### config.mk
export PLATFORM = sky130hd
export DESIGN_NAME = friscv_scfifo_reader
export DESIGN_NICKNAME = d
export VERILOG_FILES = /design/src/rtl/friscv_scfifo_reader_pkg.sv /design/src/rtl/friscv_scfifo_ram.sv /design/src/rtl/friscv_scfifo_reader.sv
export SDC_FILE = /design/constraint.sdc
export NUM_CORES = 2
export LEC_CHECK = 0
export CORE_MARGIN = 3
export CORE_UTILIZATION = 57
export DETAILED_ROUTE_END_ITERATION = 8
export GPL_ROUTABILITY_DRIVEN = 1
export PLACE_DENSITY = 0.79
export SLEW_MARGIN = 20
export SYNTH_ARGS = -nofsm -noshare
export SYNTH_HDL_FRONTEND = slang
export SYNTH_SLANG_ARGS = --single-unit
### constraint.sdc
create_clock -name aclk -period 5.3 [get_ports aclk]
set_input_delay 1.59 -clock aclk [delete_from_list [all_inputs] [get_ports aclk]]
set_output_delay 1.59 -clock aclk [all_outputs]
set_load 0.03 [all_outputs]
### src/rtl/friscv_scfifo_reader_pkg.sv
// Shared defaults for the single-clock FIFO reader and its storage RAM.
// Widths stay local to each module; only default sizes live here.
package friscv_scfifo_reader_pkg;

   localparam int SCFIFO_ADDR_WIDTH_DEFAULT = 8;
   localparam int SCFIFO_DATA_WIDTH_DEFAULT = 8;

endpackage

### src/rtl/friscv_scfifo_ram.sv
// Storage for the FIFO: one synchronous write port, one asynchronous read port.
// Depth is 2**ADDR_WIDTH words.
module friscv_scfifo_ram
   import friscv_scfifo_reader_pkg::*;
#(
   parameter int ADDR_WIDTH = SCFIFO_ADDR_WIDTH_DEFAULT,
   parameter int DATA_WIDTH = SCFIFO_DATA_WIDTH_DEFAULT
) (
   input  logic                  aclk,
   input  logic                  wr_en,
   input  logic [ADDR_WIDTH-1:0] addr_in,
   input  logic [DATA_WIDTH-1:0] data_in,
   input  logic [ADDR_WIDTH-1:0] addr_out,
   output logic [DATA_WIDTH-1:0] data_out
);

   logic [DATA_WIDTH-1:0] mem [2**ADDR_WIDTH];

   // NOTE: payload storage has no reset; the pointers alone define which words are valid.
   always_ff @(posedge aclk) begin
      if (wr_en) begin
         mem[addr_in] <= data_in;
      end
   end

   assign data_out = mem[addr_out];

endmodule

### src/rtl/friscv_scfifo_reader.sv
// Single-clock FIFO controller: pointers, flags, occupancy and a registered
// first-word-fall-through output stage in front of friscv_scfifo_ram.
module friscv_scfifo_reader
   import friscv_scfifo_reader_pkg::*;
#(
   parameter int ADDR_WIDTH = SCFIFO_ADDR_WIDTH_DEFAULT,
   parameter int DATA_WIDTH = SCFIFO_DATA_WIDTH_DEFAULT
) (
   input  logic                  aclk,
   input  logic                  srst,
   input  logic                  flush,
   input  logic                  in_valid,
   output logic                  in_ready,
   input  logic [DATA_WIDTH-1:0] in_data,
   output logic                  out_valid,
   input  logic                  out_ready,
   output logic [DATA_WIDTH-1:0] out_data,
   output logic                  ram_full,
   output logic                  ram_empty,
   output logic [ADDR_WIDTH+1:0] level
);

   localparam int PW = ADDR_WIDTH + 1;
   localparam int LW = ADDR_WIDTH + 2;

   logic [PW-1:0]         wr_ptr_q, wr_ptr_d;
   logic [PW-1:0]         rd_ptr_q, rd_ptr_d;
   logic                  out_valid_q, out_valid_d;
   logic [DATA_WIDTH-1:0] out_data_q, out_data_d;
   logic [LW-1:0]         level_q, level_d;
   logic [PW-1:0]         occ_d;
   logic [DATA_WIDTH-1:0] ram_rdata;
   logic                  push;
   logic                  load;

   assign ram_empty = (wr_ptr_q == rd_ptr_q);
   assign ram_full  = (wr_ptr_q[PW-1] != rd_ptr_q[PW-1]) &&
                      (wr_ptr_q[ADDR_WIDTH-1:0] == rd_ptr_q[ADDR_WIDTH-1:0]);
   assign in_ready  = !ram_full;

   // A flush or reset cycle drops any handshake, so the RAM write is masked too.
   assign push = in_valid && in_ready && !flush && !srst;
   assign load = !ram_empty && (!out_valid_q || out_ready);

   friscv_scfifo_ram #(
      .ADDR_WIDTH (ADDR_WIDTH),
      .DATA_WIDTH (DATA_WIDTH)
   ) u_ram (
      .aclk     (aclk),
      .wr_en    (push),
      .addr_in  (wr_ptr_q[ADDR_WIDTH-1:0]),
      .data_in  (in_data),
      .addr_out (rd_ptr_q[ADDR_WIDTH-1:0]),
      .data_out (ram_rdata)
   );

   // NOTE: every next-state signal gets a default first so no latch is inferred.
   always_comb begin
      wr_ptr_d    = wr_ptr_q;
      rd_ptr_d    = rd_ptr_q;
      out_valid_d = out_valid_q;
      out_data_d  = out_data_q;
      if (flush) begin
         wr_ptr_d    = '0;
         rd_ptr_d    = '0;
         out_valid_d = 1'b0;
         out_data_d  = '0;
      end else begin
         if (push) begin
            wr_ptr_d = wr_ptr_q + PW'(1);
         end
         if (load) begin
            rd_ptr_d    = rd_ptr_q + PW'(1);
            out_valid_d = 1'b1;
            out_data_d  = ram_rdata;
         end else if (out_valid_q && out_ready) begin
            out_valid_d = 1'b0;
         end
      end
      // Occupancy is taken modulo 2**PW before widening to the level width.
      occ_d   = wr_ptr_d - rd_ptr_d;
      level_d = {1'b0, occ_d} + {{(LW-1){1'b0}}, out_valid_d};
   end

   // NOTE: state registers use non-blocking assignments so all of them update together.
   always_ff @(posedge aclk) begin
      if (srst) begin
         wr_ptr_q    <= '0;
         rd_ptr_q    <= '0;
         out_valid_q <= 1'b0;
         out_data_q  <= '0;
         level_q     <= '0;
      end else begin
         wr_ptr_q    <= wr_ptr_d;
         rd_ptr_q    <= rd_ptr_d;
         out_valid_q <= out_valid_d;
         out_data_q  <= out_data_d;
         level_q     <= level_d;
      end
   end

   assign out_valid = out_valid_q;
   assign out_data  = out_data_q;
   assign level     = level_q;

endmodule

Yosys cells after proc, flatten, opt, wreduce, memory -nomap -nowiden:

Memory sizes are Yosys's and may differ from the RTL's. A register that Yosys moved wholly into a read port is not among the register bits.
Index checks and enable logic that the tools add are counted.

* logic and storage cells: 34
* RAM bits: 2048
* output and inout port bits: 22
* memories: 1
* bits of input ports: 13
* register bits after elaboration: 29

Memory list
* u_ram.mem: depth 256, width 8, read ports 1, clocked after Yosys merged registers in 1, write ports 1, RTL line friscv_scfifo_ram.sv:17 `logic [DATA_WIDTH-1:0] mem [2**ADDR_WIDTH];`

* multiplexer cells: 9
* reductions and logical operators: 13
* equality and inequality tests: 3
* $add $sub $neg: 4

Operators by type and width (number)
* $mux W9: 4
* $add A9 B1 Y9 const B: 2
* $add A9 B1 Y10: 1
* $eq A9 B9 Y1: 1
* $sub A9 B9 Y9: 1
* $eq A8 B8 Y1: 1
* $logic_and A1 B1 Y1: 6
* $logic_not A1 Y1: 5
* $mux W1: 5
* $reduce_or A2 Y1: 1
* $logic_or A1 B1 Y1: 1
* $ne A1 B1 Y1: 1

Depth between registers and ports, before layout:

* depth in word-level cells: 10
* gate-level depth with buffers: 19
* mapped depth without buffers: 15

Modules after synthesis:

A second synthesis with hierarchy kept.

* cell total of the unflattened synthesis: 3971
* area total of the unflattened synthesis: 81590.8 um^2

By module, submodules not included
* friscv_scfifo_ram: instances 1, area each 79396.1 um^2, cells an instance 3725, seq. area each 61499.0 um^2
* friscv_scfifo_reader: instances 1, area each 2194.6 um^2, cells an instance 246, seq. area each 740.7 um^2

Worst setup path after synthesis:

No wires, ideal clock.

* path kind: input -> register
* from: input flush
* to: register level_q[8] (netlist: level[8])
* data required time: 5166 ps
* buffers on the path: 2
* stages on the path: 17
* setup time: 134 ps
* setup slack: 6 ps
* arrival: 5160 ps
* cells stage by stage: buf_2 -> nor2_1 -> nand2_1 -> a31oi_1 -> clkbuf_1 -> xnor2_1 -> nand2b_1 -> ha_1 -> inv_1 -> fa_1 -> a211oi_1 -> nor2_1 -> xor2_1 -> nand4_1 -> nor4_1 -> nor4b_1 -> or4_1

* cells in the longest elaborated chain, start to end: 7
* elaborated cells on any way between the ends: 9
* those cells by class: add/sub: 2; mux: 4; reduce/logical: 3

RTL lines
* start: declaration: RTL line friscv_scfifo_reader.sv:11 `input logic flush,`
* $logic_not A1 Y1: RTL line friscv_scfifo_reader.sv:42 `assign push = in_valid && in_ready && !flush && !srst;`
* $logic_and A1 B1 Y1 (2 in a row): RTL line friscv_scfifo_reader.sv:42
* $mux W9: RTL line friscv_scfifo_reader.sv:69 `if (push) begin`
* $mux W9: RTL line friscv_scfifo_reader.sv:63 `if (flush) begin`
* $sub A9 B9 Y9: RTL line friscv_scfifo_reader.sv:81 `occ_d = wr_ptr_d - rd_ptr_d;`
* $add A9 B1 Y10 *: RTL line friscv_scfifo_reader.sv:82 `level_d = {1'b0, occ_d} + {{(LW-1){1'b0}}, out_valid_d};`
* end signal: assignment: RTL line friscv_scfifo_reader.sv:98 `level_q <= level_d;`
* end: declaration: RTL line friscv_scfifo_reader.sv:30 `logic [LW-1:0] level_q, level_d;`

Mark *: on every way between the ends. The rest lies on a longest branch, timed or not.
A chain may end at the register's enable or synchronous reset.

Final worst setup path:

* from: register wr_ptr_q[5]
* to: output ram_empty

* cells in the longest elaborated chain, start to end: 1

RTL lines
* start: declaration: RTL line friscv_scfifo_reader.sv:26 `logic [PW-1:0] wr_ptr_q, wr_ptr_d;`
* start signal: assignment: RTL line friscv_scfifo_reader.sv:94 `wr_ptr_q <= wr_ptr_d;`
* $eq A9 B9 Y1: RTL line friscv_scfifo_reader.sv:36 `assign ram_empty = (wr_ptr_q == rd_ptr_q);`
* end: declaration: RTL line friscv_scfifo_reader.sv:19 `output logic ram_empty,`

No other way between the ends.

==> results_dict.tcl <==
set metrics [dict create \
    rsz0062_at_grt "no" \
    crit_arrival_ns 3.20 \
    numPortBuffers 34 \
    grt_max_degree 146 \
    min_from "out_valid$_SDFF_PP0_" \
    yosys_most_used_dff "edfxtp_1" \
    cts_sinks 2085 \
    vias 42900 \
    irDropWorstVdd_mv 0.316 \
    die_y_um 384 \
    cts.hold.buffers_added 0 \
    synthMostInstantiatedCell "edfxtp_1" \
    min_period_ns 4.79 \
    drcViolationCount 0 \
    whs_ns 0.547 \
    clk_latency_ns 0.82 \
    r2r-start "wr_ptr_q[4]$_SDFF_PP0_" \
    period_share_pct 90.4 \
    netlist_area_sq_um 81700 \
    ys_seq_area_share_pct 76.2 \
    finalNetCount 4215 \
    area_growth_pct 11.3 \
    synthArstFlopShare_pct 0 \
    tightestPinTransition_ns 1.20 \
    startpoint_type "flop" \
    worst-setup-path-type "reg2out" \
    grt_pass1_wl_mm 298 \
    worstRegToRegCells 15 \
    setup_tns_ns 0 \
    cap_violations 0 \
    wire_per_inst_um 32.8 \
    ys_top_cells_by_area "edfxtp_1, mux4_2, mux2i_1" \
    cp_data_required_time_ns 3.71 \
    cts_max_path_buffers 3 \
    slew_viol_final 0 \
    hold_viol_final 0 \
    power_density_nw_per_um2 356 \
    netlist_instances 4056 \
    synth.avg_cell_area_sq_um 20.1 \
    yosysWarnings 0 \
    synth_top_cell_by_area "edfxtp_1" \
    core-area_sq_um 142000 \
    avgViaCountPerCell 6.87 \
    synth_top_area_share_pct 75.3 \
    dp_hpwl_mm 117 \
    finalPower_mw 32.4 \
    start_util_pct 57.5 \
    drive_gt1_share_pct 21.5 \
    min_path_cells 2 \
    boundaryPins 35 \
    setup_slack_ns 0.507 \
    ant_nets 0 \
    timing.rr.end "level[8]$_SDFF_PP0_" \
    cts.clk_slew.worst_paths_ns 0.06 \
    cts_setup_buffers 0 \
    min-delay-path-class "reg2reg" \
    cts_tree "done" \
    fmax_mhz 209 \
    min_to "out_valid$_SDFF_PP0_" \
    rows 138 \
    status "complete, no violations" \
    die_w_um 384 \
    numCtsBuffers 190 \
    yosys_register_bits 2085 \
    grt_pass1_vias 42600 \
    grt_usage_pct 28.0 \
    synthTopCellsByCount "edfxtp_1, mux4_2, nor2_1" \
    ctsResizeCount 0 \
    synth_nets 4085 \
    maxSlewHeadroom_pct 19.7 \
    drt-initial-drc-count 6671 \
    dieArea_sq_um 148000 \
    gp_congestion 0.935 \
    power.leakage_nw 27.2 \
    synth_edf_count 2048 \
    critPathMaxFanout 11 \
    crit_path_end_kind "primary output" \
    r2r_setup_slack_ns 0.60 \
    grt_overflow_total 0 \
    dr.pass1.iters 6 \
    wirelength_mm 205 \
    finClkSkew_ns 0.0263 \
    pre_cts_ws_ns -0.261 \
    antenna_found_initial 9 \
    cts_root_buffer "clkbuf_16" \
    htree_num_levels 4 \
    synth_cell_type_count 59 \
    finalSetupViolations 0 \
]
[cell type report]
type                            count  area, sq um
Inverter                           13         51.3
Timing Repair Buffer              177         1680
Multi-Input combinational cell   1719        18300
Tap cell                         1890         2360
Clock inverter                    120         1150
Sequential cell                  2085        62300
Antenna cell                        5         12.5
Fill cell                        8856        51100
Clock buffer                      233         5050
[metrics by stage]
step	instances	util, %	cell area, sq um
after floorplan	4056	-	81700
after global placement	5884	59.6	84600
after detailed placement	5884	59.6	84600
after CTS	6237	64.0	90800
after global routing	6237	64.0	90800
final	6242	64.0	90900
[flip-flops by register name, indices dropped and copies added, names as in the netlist]
register,count
u_ram.mem,2048
out_data,8
wr_ptr_q,9
rd_ptr_q,9
level,10
out_valid,1
[worst max-delay path, stage by stage (launching register included)]
cell	delay, ns
dfxtp_1	0.62
xor2_1	0.18
nor4_4	0.56
nand2_1	0.10
nor2_1	0.20
clkdlybuf4s50_1	0.72
[cell families (layout without fill, tap and decap cells)]
kind of cell	after synthesis	after routing	share of synthesized area, %
adders and majority gates	16	16	0.254
and+or+nand+nor	661	661	3.74
muxes	665	665	15.1
buffers and inverters	252	543	1.49
xor gates and xnor gates	38	38	0.417
AOI/OAI and AO/OA	339	339	2.80
DFF	2085	2085	76.2
other	0	5	0
[cells in the final DEF (no fill, tap or decap), types with 26 or more instances in the layout]
cell / Yosys / routed
edfxtp_1: 2048 / 2048
mux4_2: 449 / 449
nor2_1: 346 / 345
clkbuf_16: 0 / 195
mux2i_1: 190 / 190
buf_4: 42 / 124
a21oi_1: 87 / 87
o221ai_1: 83 / 83
nand2_1: 70 / 69
o22ai_1: 59 / 59
nor3_1: 48 / 48
nand3_1: 54 / 46
clkinv_1: 0 / 44
clkinv_2: 0 / 40
nor2b_1: 39 / 38
clkbuf_1: 122 / 35
dfxtp_1: 37 / 32
o21ai_0: 29 / 29
a22oi_1: 29 / 29
clkdlybuf4s50_1: 0 / 26
[routing by layer]
layer | track usage [%] | part of all wire, % | vias up
met4 | 11.8 | 4.5 | 4
met1 | 38.9 | 36 | 22100
met5 | 0 | 0.014 | -
li1 | - | - | 17000
met2 | 43.0 | 47 | 3252
met3 | 7.08 | 12 | 528
[worst max path at each step]
stage / slack [ns] / from / depth (start not counted) / endpoint
floorplan: 0.006 / flush / 17 / level[8]$_SDFF_PP0_
global placement: -0.14 / srst / 16 / level[8]$_SDFF_PP0_
global route: 0.15 / wr_ptr_q[4]$_SDFF_PP0_ / 15 / level[8]$_SDFF_PP0_
finish: 0.51 / wr_ptr_q[5]$_SDFF_PP0_ / 5 / ram_empty
detailed placement: -0.26 / srst / 16 / level[8]$_SDFF_PP0_
CTS: 0.49 / wr_ptr_q[5]$_SDFF_PP0_ / 5 / ram_empty
[power by group]
part	switching [mW]	total (mW)	leakage (nW)	internal [mW]
registers	0.00579	18.1	18.7	18.1
logic	0.417	0.573	5.50	0.156
clock network	5.98	13.7	3.05	7.72
Note: power is estimated with default switching activity, not from simulation.
